### config.mk
export PLATFORM = sky130hd
export DESIGN_NAME = matmul_ram_loader
export DESIGN_NICKNAME = d
export VERILOG_FILES = /design/src/rtl/matmul_ram_loader.sv
export SDC_FILE = /design/constraint.sdc
export NUM_CORES = 1
export LEC_CHECK = 0
export CAP_MARGIN = 20
export CORE_MARGIN = 5
export CORE_UTILIZATION = 51
export DETAILED_ROUTE_END_ITERATION = 7
export PLACE_DENSITY = 0.82
export SYNTH_ARGS = -nofsm -noshare
export SYNTH_HDL_FRONTEND = slang
export SYNTH_SLANG_ARGS = --single-unit
export TNS_END_PERCENT = 30
### constraint.sdc
create_clock -name clk -period 3.15 [get_ports clk]
set_input_delay 0.63 -clock clk [delete_from_list [all_inputs] [get_ports clk]]
set_output_delay 0.63 -clock clk [all_outputs]
set_load 0.01 [all_outputs]
### src/rtl/matmul_ram_loader.sv
`default_nettype none
// ============================================================================
// Module   : matmul_ram_loader
// Purpose  : Streams matrix A then matrix B (row-major, DEPTH elements each)
//            into two write-only RAM ports. It then launches
//            matrix_multiplication, waits for its done flag or a RUN timeout,
//            and acknowledges with a one-cycle clear_done pulse.
// Revision : 1.0  initial release
//
// Ports
//   clk, reset           sole clock; synchronous active-high reset
//   load_req             starts a sequence (honoured only in IDLE)
//   go                   launches compute from WAIT_GO (manual mode)
//   s_valid/s_data       element stream in; s_ready high in LOAD_A/LOAD_B
//   a_we/a_addr/a_data   matrix_A RAM write port (registered)
//   b_we/b_addr/b_data   matrix_B RAM write port (registered)
//   start                high for the whole of RUN
//   clear_done           one-cycle acknowledge in CLEAR
//   done_mat_mul         compute-complete flag (rising edge ends RUN)
//   busy                 high in every state except IDLE
//   timeout_err          sticky RUN-timeout flag
//
// Configuration macro
//   LOADER_AUTO_START_EN  WAIT_GO lasts one cycle and go is ignored.
// ============================================================================
module matmul_ram_loader #(
  parameter int DWIDTH  = 8,
  parameter int AWIDTH  = 5,
  parameter int TIMEOUT = 4096
) (
  input  logic              clk,
  input  logic              reset,
  input  logic              load_req,
  input  logic              go,
  input  logic              s_valid,
  input  logic [DWIDTH-1:0] s_data,
  output logic              s_ready,
  output logic              a_we,
  output logic [AWIDTH-1:0] a_addr,
  output logic [DWIDTH-1:0] a_data,
  output logic              b_we,
  output logic [AWIDTH-1:0] b_addr,
  output logic [DWIDTH-1:0] b_data,
  output logic              start,
  output logic              clear_done,
  input  logic              done_mat_mul,
  output logic              busy,
  output logic              timeout_err
);

  localparam int DEPTH = 2 ** AWIDTH;
  localparam int CW    = $clog2(TIMEOUT + 1);
  localparam logic [AWIDTH-1:0] LAST_IDX = AWIDTH'(DEPTH - 1);
  localparam logic [CW-1:0]     LAST_RUN = CW'(TIMEOUT - 1);

  typedef enum logic [2:0] {
    IDLE    = 3'd0,
    LOAD_A  = 3'd1,
    LOAD_B  = 3'd2,
    WAIT_GO = 3'd3,
    RUN     = 3'd4,
    CLEAR   = 3'd5
  } state_t;

  state_t            state;
  state_t            state_next;
  logic [AWIDTH-1:0] idx;
  logic [CW-1:0]     run_cnt;
  logic              done_prev;
  logic              accept;
  logic              last_beat;
  logic              done_rise;
  logic              run_expired;

  assign s_ready   = (state == LOAD_A) || (state == LOAD_B);
  assign accept    = s_valid && s_ready;
  assign last_beat = accept && (idx == LAST_IDX);
  // done_prev is sampled in every state, so a flag already high when RUN is
  // entered does not look like a rising edge.
  assign done_rise = done_mat_mul && !done_prev;
  // run_cnt holds the number of RUN cycles already completed; the cycle in
  // which it equals TIMEOUT-1 is the TIMEOUT-th RUN cycle.
  assign run_expired = (state == RUN) && (run_cnt == LAST_RUN);

`ifdef LOADER_AUTO_START_EN
  logic unused_go;
  assign unused_go = go;
`endif

  always_comb begin
    state_next = state;
    start      = 1'b0;
    clear_done = 1'b0;
    busy       = 1'b1;
    case (state)
      IDLE: begin
        busy = 1'b0;
        if (load_req) state_next = LOAD_A;
      end
      LOAD_A:  if (last_beat) state_next = LOAD_B;
      LOAD_B:  if (last_beat) state_next = WAIT_GO;
      WAIT_GO: begin
`ifdef LOADER_AUTO_START_EN
        state_next = RUN;
`else
        if (go) state_next = RUN;
`endif
      end
      RUN: begin
        start = 1'b1;
        if (done_rise || run_expired) state_next = CLEAR;
      end
      CLEAR: begin
        clear_done = 1'b1;
        state_next = IDLE;
      end
      default: begin
        busy       = 1'b0;
        state_next = IDLE;
      end
    endcase
  end

  always_ff @(posedge clk) begin
    if (reset) begin
      state       <= IDLE;
      idx         <= '0;
      run_cnt     <= '0;
      done_prev   <= 1'b0;
      timeout_err <= 1'b0;
      a_we        <= 1'b0;
      a_addr      <= '0;
      a_data      <= '0;
      b_we        <= 1'b0;
      b_addr      <= '0;
      b_data      <= '0;
    end else begin
      state     <= state_next;
      done_prev <= done_mat_mul;

      // DEPTH is a power of two, so the index wraps to 0 by itself when the
      // last element of A is accepted.
      if (accept) idx <= idx + 1'b1;

      // Held at 0 outside RUN so it is cleared on RUN entry.
      run_cnt <= (state == RUN) ? run_cnt + 1'b1 : '0;

      // Address and data stay 0 whenever the matching strobe is low.
      a_we   <= accept && (state == LOAD_A);
      a_addr <= (accept && (state == LOAD_A)) ? idx    : '0;
      a_data <= (accept && (state == LOAD_A)) ? s_data : '0;
      b_we   <= accept && (state == LOAD_B);
      b_addr <= (accept && (state == LOAD_B)) ? idx    : '0;
      b_data <= (accept && (state == LOAD_B)) ? s_data : '0;

      // A done edge in the same cycle as expiry takes priority: no error.
      if ((state == IDLE) && load_req)     timeout_err <= 1'b0;
      else if (run_expired && !done_rise)  timeout_err <= 1'b1;
    end
  end

endmodule
`default_nettype wire

**Yosys cells after proc, flatten, opt, wreduce, memory -nomap -nowiden**

Index checks and enable logic that the tools add are counted.

- $add $sub $neg: 2
- Equality and inequality tests: 12
- Mux-type cells: 9
- Bitwise operators: 3
- Reductions and logical operators: 19

Operator list:

| operator | count |
|---|---|
| 3-bit 2-to-1 mux | 5 |
| 3-bit case mux with 5 select lines | 1 |
| 13-bit by 1-bit adder with 13-bit output (second input constant) | 1 |
| 13-bit by 12-bit equality test with 1-bit output (second input constant) | 1 |
| 2-bit inequality test (second input constant) | 5 |
| 1-bit logical AND | 8 |
| 2-bit OR reduction | 4 |
| 3-bit by 2-bit equality test with 1-bit output (second input constant) | 2 |
| 3-bit equality test (second input constant) | 2 |
| 5-bit by 1-bit adder with 5-bit output (second input constant) | 1 |
| 5-bit equality test (second input constant) | 1 |
| 5-bit AND reduction | 1 |
| 5-bit OR reduction | 1 |
| 3-bit by 1-bit equality test with 1-bit output (second input constant) | 1 |
| 3-bit logical NOT | 1 |
| 1-bit 2-to-1 mux | 3 |
| 1-bit NOT | 3 |
| 1-bit logical NOT | 2 |
| 1-bit logical OR | 2 |

- Register bits: 51
- Output and inout bits: 33
- Word-level logic and storage cells: 56

**Longest topological paths before layout**

- Depth after elaboration: 6
- Gate-level depth with buffers: 7
- Mapped depth without buffers: 7

**Least setup slack after synthesis**

No wires, ideal clock.

- Path type: reg2out
- Start: register state[2]
- End: output busy
- Arrival time: 894 ps
- Data required time: 2520 ps
- Slack: 1626 ps
- Stages on the path, launching flop included: 4
- Cells stage by stage: dfxtp_1 > buf_2 > nor3_1 > a21oi_1

- Cells in the longest elaborated chain, start to end: 3

Ends and longest elaborated chain:

| item | RTL line | text |
|---|---|---|
| from (decl) | 65 | `state_t state;` |
| from (signal assigned) | 138 | `state <= state_next;` |
| 3-bit by 1-bit equality test with 1-bit output, or another cell as far along | 95 | `case (state)` |
| 5-bit OR reduction (no source line) * | - |  |
| 1-bit 2-to-1 mux * | 95 |  |
| to (decl) | 47 | `output logic busy,` |

Mark *: on every way between the ends. The rest lies on a longest branch, timed or not.

**Final worst setup path**

- Start: register state[1]
- End: output clear_done

- Cells in the longest elaborated chain, start to end: 2

Ends and longest elaborated chain:

| item | RTL line | text |
|---|---|---|
| 3-bit equality test | 95 |  |
| 1-bit 2-to-1 mux | 95 |  |
| to (decl) | 45 | `output logic clear_done,` |

No other way between the ends.

==> impl_metrics.env <==
export IMPL_p_leak_nw=0.873
export IMPL_wl_met3_um=190
export IMPL_drtPass1Iterations=4
export IMPL_max_vdd_ir_drop_mv=0.238
export IMPL_max_freq_mhz=396
export IMPL_netlist_area_um2=1890
export IMPL_rows=22
export IMPL_numCtsBuffers=5
export IMPL_ys_warnings_count=0
export IMPL_final_max_slew_violation_count=0
export IMPL_io_pins=47
export IMPL_setup_tns_ns=0
export IMPL_m1WireLength_um=1540
export IMPL_path_clk_slew_ns=0.09
export IMPL_multi_input_area_um2=811
export IMPL_track_usage_pct=14.6
export IMPL_p_seq_share_pct=61.0
export IMPL_drt_total_wl_um=3420
export IMPL_area_delta_synth_final_pct=29.9
export IMPL_cpPeakStageDelay_ns=0.66
export IMPL_tritoncts="done"
export IMPL_final_hold_violation_count=0
export IMPL_grt_pass1_vias=1137
export IMPL_antenna_found_initial=0
export IMPL_post_route_min_period_ns=2.52
export IMPL_overflow=0
export IMPL_worstMarginPinSlew_ns=0.528
export IMPL_status="completed"
export IMPL_critPathMaxFanout=12
export IMPL_synth_flop_cell="dfxtp_1"
export IMPL_power_switching_uw=237
export IMPL_die_x_um=70.8
export IMPL_viasPerCell=4.79
export IMPL_min_path_cells=1
export IMPL_cts_hold_buf=0
export IMPL_root_buffer="clkbuf_8"
export IMPL_regArea_um2=1020
export IMPL_comb_power_share_pct=6.0
export IMPL_fin_crit_sh_pct=80.1
export IMPL_synth_edff_count=0
export IMPL_antenna_cells=0
export IMPL_skew_ns=0.00383
export IMPL_power_frac_clock_pct=33.0
export IMPL_portBuffers=46
export IMPL_cts_num_sinks=51
export IMPL_dp_hpwl_um=2460
export IMPL_clk_path_buf_depth=2
export IMPL_antenna_left=0
export IMPL_dpl_cell_area_um2=2360
export IMPL_maxCapViolCount=0
export IMPL_start_util_pct=51.9
export IMPL_path_cells="and2b_1 > and2_1 > clkdlybuf4s50_1"
export IMPL_postCtsResizedCells=0
export IMPL_dr_first_iter_drc_count=48
export IMPL_top_layer="met4"
export IMPL_fillers=282
export IMPL_coreArea_um2=3630
export IMPL_drc=0
export IMPL_seq_area_frac_synth_pct=54.1
export IMPL_dieArea_um2=5010
export IMPL_grt_first_pass_wirelength_um=5680
export IMPL_ys_ff_latch=51
export IMPL_yosysUniqueCellTypes=36
export IMPL_p_int_uw=846
export IMPL_hold_path_class="register to register"
export IMPL_worstSetupPathType="register to primary output"
export IMPL_async_flop_share_pct=0
export IMPL_r2r_cells=3
export IMPL_avgSynthCellArea_um2=10.5
export IMPL_cp_start_kind="register"
export IMPL_cp_arrival_ns=1.89
export IMPL_critical_path_slowest_cell="dfxtp_1"
export IMPL_drive_above_1_share_pct=6.64
export IMPL_pwr_density_cell_nw_per_um2=442
export IMPL_slew_headroom_pct=64.8
export IMPL_htree_levels=2
export IMPL_crit_path_end_kind="primary output"
export IMPL_hold_ws_ns=0.463
export IMPL_sw_frac_of_total_pct=21.8
export IMPL_netlist_instances=179
export IMPL_syn_num_nets=196
export IMPL_num_vias=1313
export IMPL_fin_area_um2=2450
export IMPL_setup_violations=0
export IMPL_finish_net_count=242
export IMPL_wl_per_cell_um=12.5
export IMPL_cts_setup_buffers=0
export IMPL_place_gp_congestion=0.761
export IMPL_grt_max_degree=16
export IMPL_fp_dieH_um=70.8
export IMPL_clk_latency_ns=0.30
export IMPL_wl_met2_um=1630
export IMPL_rsz0062_at_grt="no"
export IMPL_crit_required_ns=2.52
-- Yosys cell counts, types with 2 or more instances --
library cell | count | area, um2
o21ai_0 | 5 | 25.0
or3_1 | 3 | 18.8
ha_1 | 3 | 37.5
nor3_1 | 6 | 30.0
and2_1 | 27 | 169
nand4_1 | 2 | 12.5
nor2_1 | 23 | 86.3
nand2_1 | 6 | 22.5
nor3b_4 | 2 | 37.5
nor2b_1 | 2 | 12.5
dfxtp_1 | 51 | 1020
a31oi_1 | 2 | 12.5
a21oi_1 | 4 | 20.0
inv_1 | 3 | 11.3
xnor2_1 | 9 | 78.8
and3_1 | 3 | 18.8
mux2i_1 | 2 | 20.0
nand2b_1 | 2 | 12.5
nand3_1 | 4 | 20.0
buf_2 | 4 | 20.0
-- power by group through the flow --
stage | sequential (mW) | combinational, mW | clock, mW
6_report | 0.660 | 0.0650 | 0.358
5_1_grt | 0.661 | 0.0705 | 0.392
4_1_cts | 0.660 | 0.0655 | 0.368
3_5_place_dp | 0.675 | 0.0646 | 0
3_3_place_gp | 0.675 | 0.0634 | 0
2_1_floorplan | 0.671 | 0.0347 | 0
-- worst max-delay path, delay by kind of cell (launching register included) --
kind	cells	cell delay, ns
flip-flops	1	0.66
buffers and inverters	1	0.47
AND/OR/NAND/NOR	2	0.45
-- worst paths after layout --
path | from | slack [ns] | endpoint
hold reg to reg | run_cnt[0] | 0.46 | run_cnt[0]
setup reg to reg | state[2] | 1.51 | run_cnt[8]
hold / removal | run_cnt[0] | 0.46 | run_cnt[0]
setup / recovery | state[1] | 0.63 | clear_done
-- layout by cell type, fill, tap and decap left out --
master	count
a21oi_1	4
a31oi_1	2
a32oi_1	1
and2_1	27
and2b_1	1
and3_1	3
and4bb_2	1
clkbuf_1	1
clkbuf_8	5
clkdlybuf4s50_1	46
clkinv_2	1
clkinvlp_4	1
dfxtp_1	51
ha_1	3
inv_1	3
mux2i_1	2
nand2_1	6
nand2b_1	2
nand3_1	4
nand3_2	1
nand4_1	2
nand4_4	1
nand4b_1	1
nor2_1	23
nor2b_1	2
nor3_1	6
nor3b_4	2
nor4_4	1
nor4b_1	1
nor4b_4	1
o21ai_0	5
o311ai_0	1
o31a_1	1
or3_1	3
xnor2_1	9
xnor2_4	1
xor2_1	1
-- area by class of cell --
cell class | count | share of cell area (%)
sequential | 51 | 41.7
multi-input combinational | 118 | 33.1
timing repair buffer | 46 | 18.8
clock buffer | 6 | 2.96
tap | 48 | 2.45
clock inverter | 2 | 0.511
inverter | 3 | 0.460
-- per-stage QoR --
stage / worst slack, ns / utilization [%] / total power, mW / instances
finish: 0.627 / 67.4 / 1.08 / 274
detailed placement: 0.932 / 65.0 / 0.740 / 266
global route: 0.502 / 67.4 / 1.12 / 274
global placement: 0.977 / 65.0 / 0.738 / 266
floorplan: 1.63 / - / 0.706 / 179
CTS: 0.617 / 67.4 / 1.09 / 274
-- metal layers --
| layer | track usage (%) | vias up |
|---|---|---|
| li1 | - | 686 |
| met1 | 18.4 | 582 |
| met2 | 22.8 | 38 |
| met3 | 4.12 | 7 |
| met4 | 7.31 | 0 |
| met5 | 0 | - |
-- sequential cells by signal (all words and copies together), names as in the netlist --
register     flops
b_addr           5
state            3
a_data           8
b_we             1
a_we             1
timeout_err      1
a_addr           5
idx              5
done_prev        1
b_data           8
run_cnt         13
-- kinds of logic after synthesis --
group | synth area share, %
AO/OA/AOI/OAI | 4.45
AND/OR/NAND/NOR | 29.4
flip-flops | 54.1
XOR/XNOR | 6.11
adder cells (fa/ha/maj) | 1.99
multiplexers | 1.06
buffers and inverters | 2.85
Power figures use the tool's default switching activity.
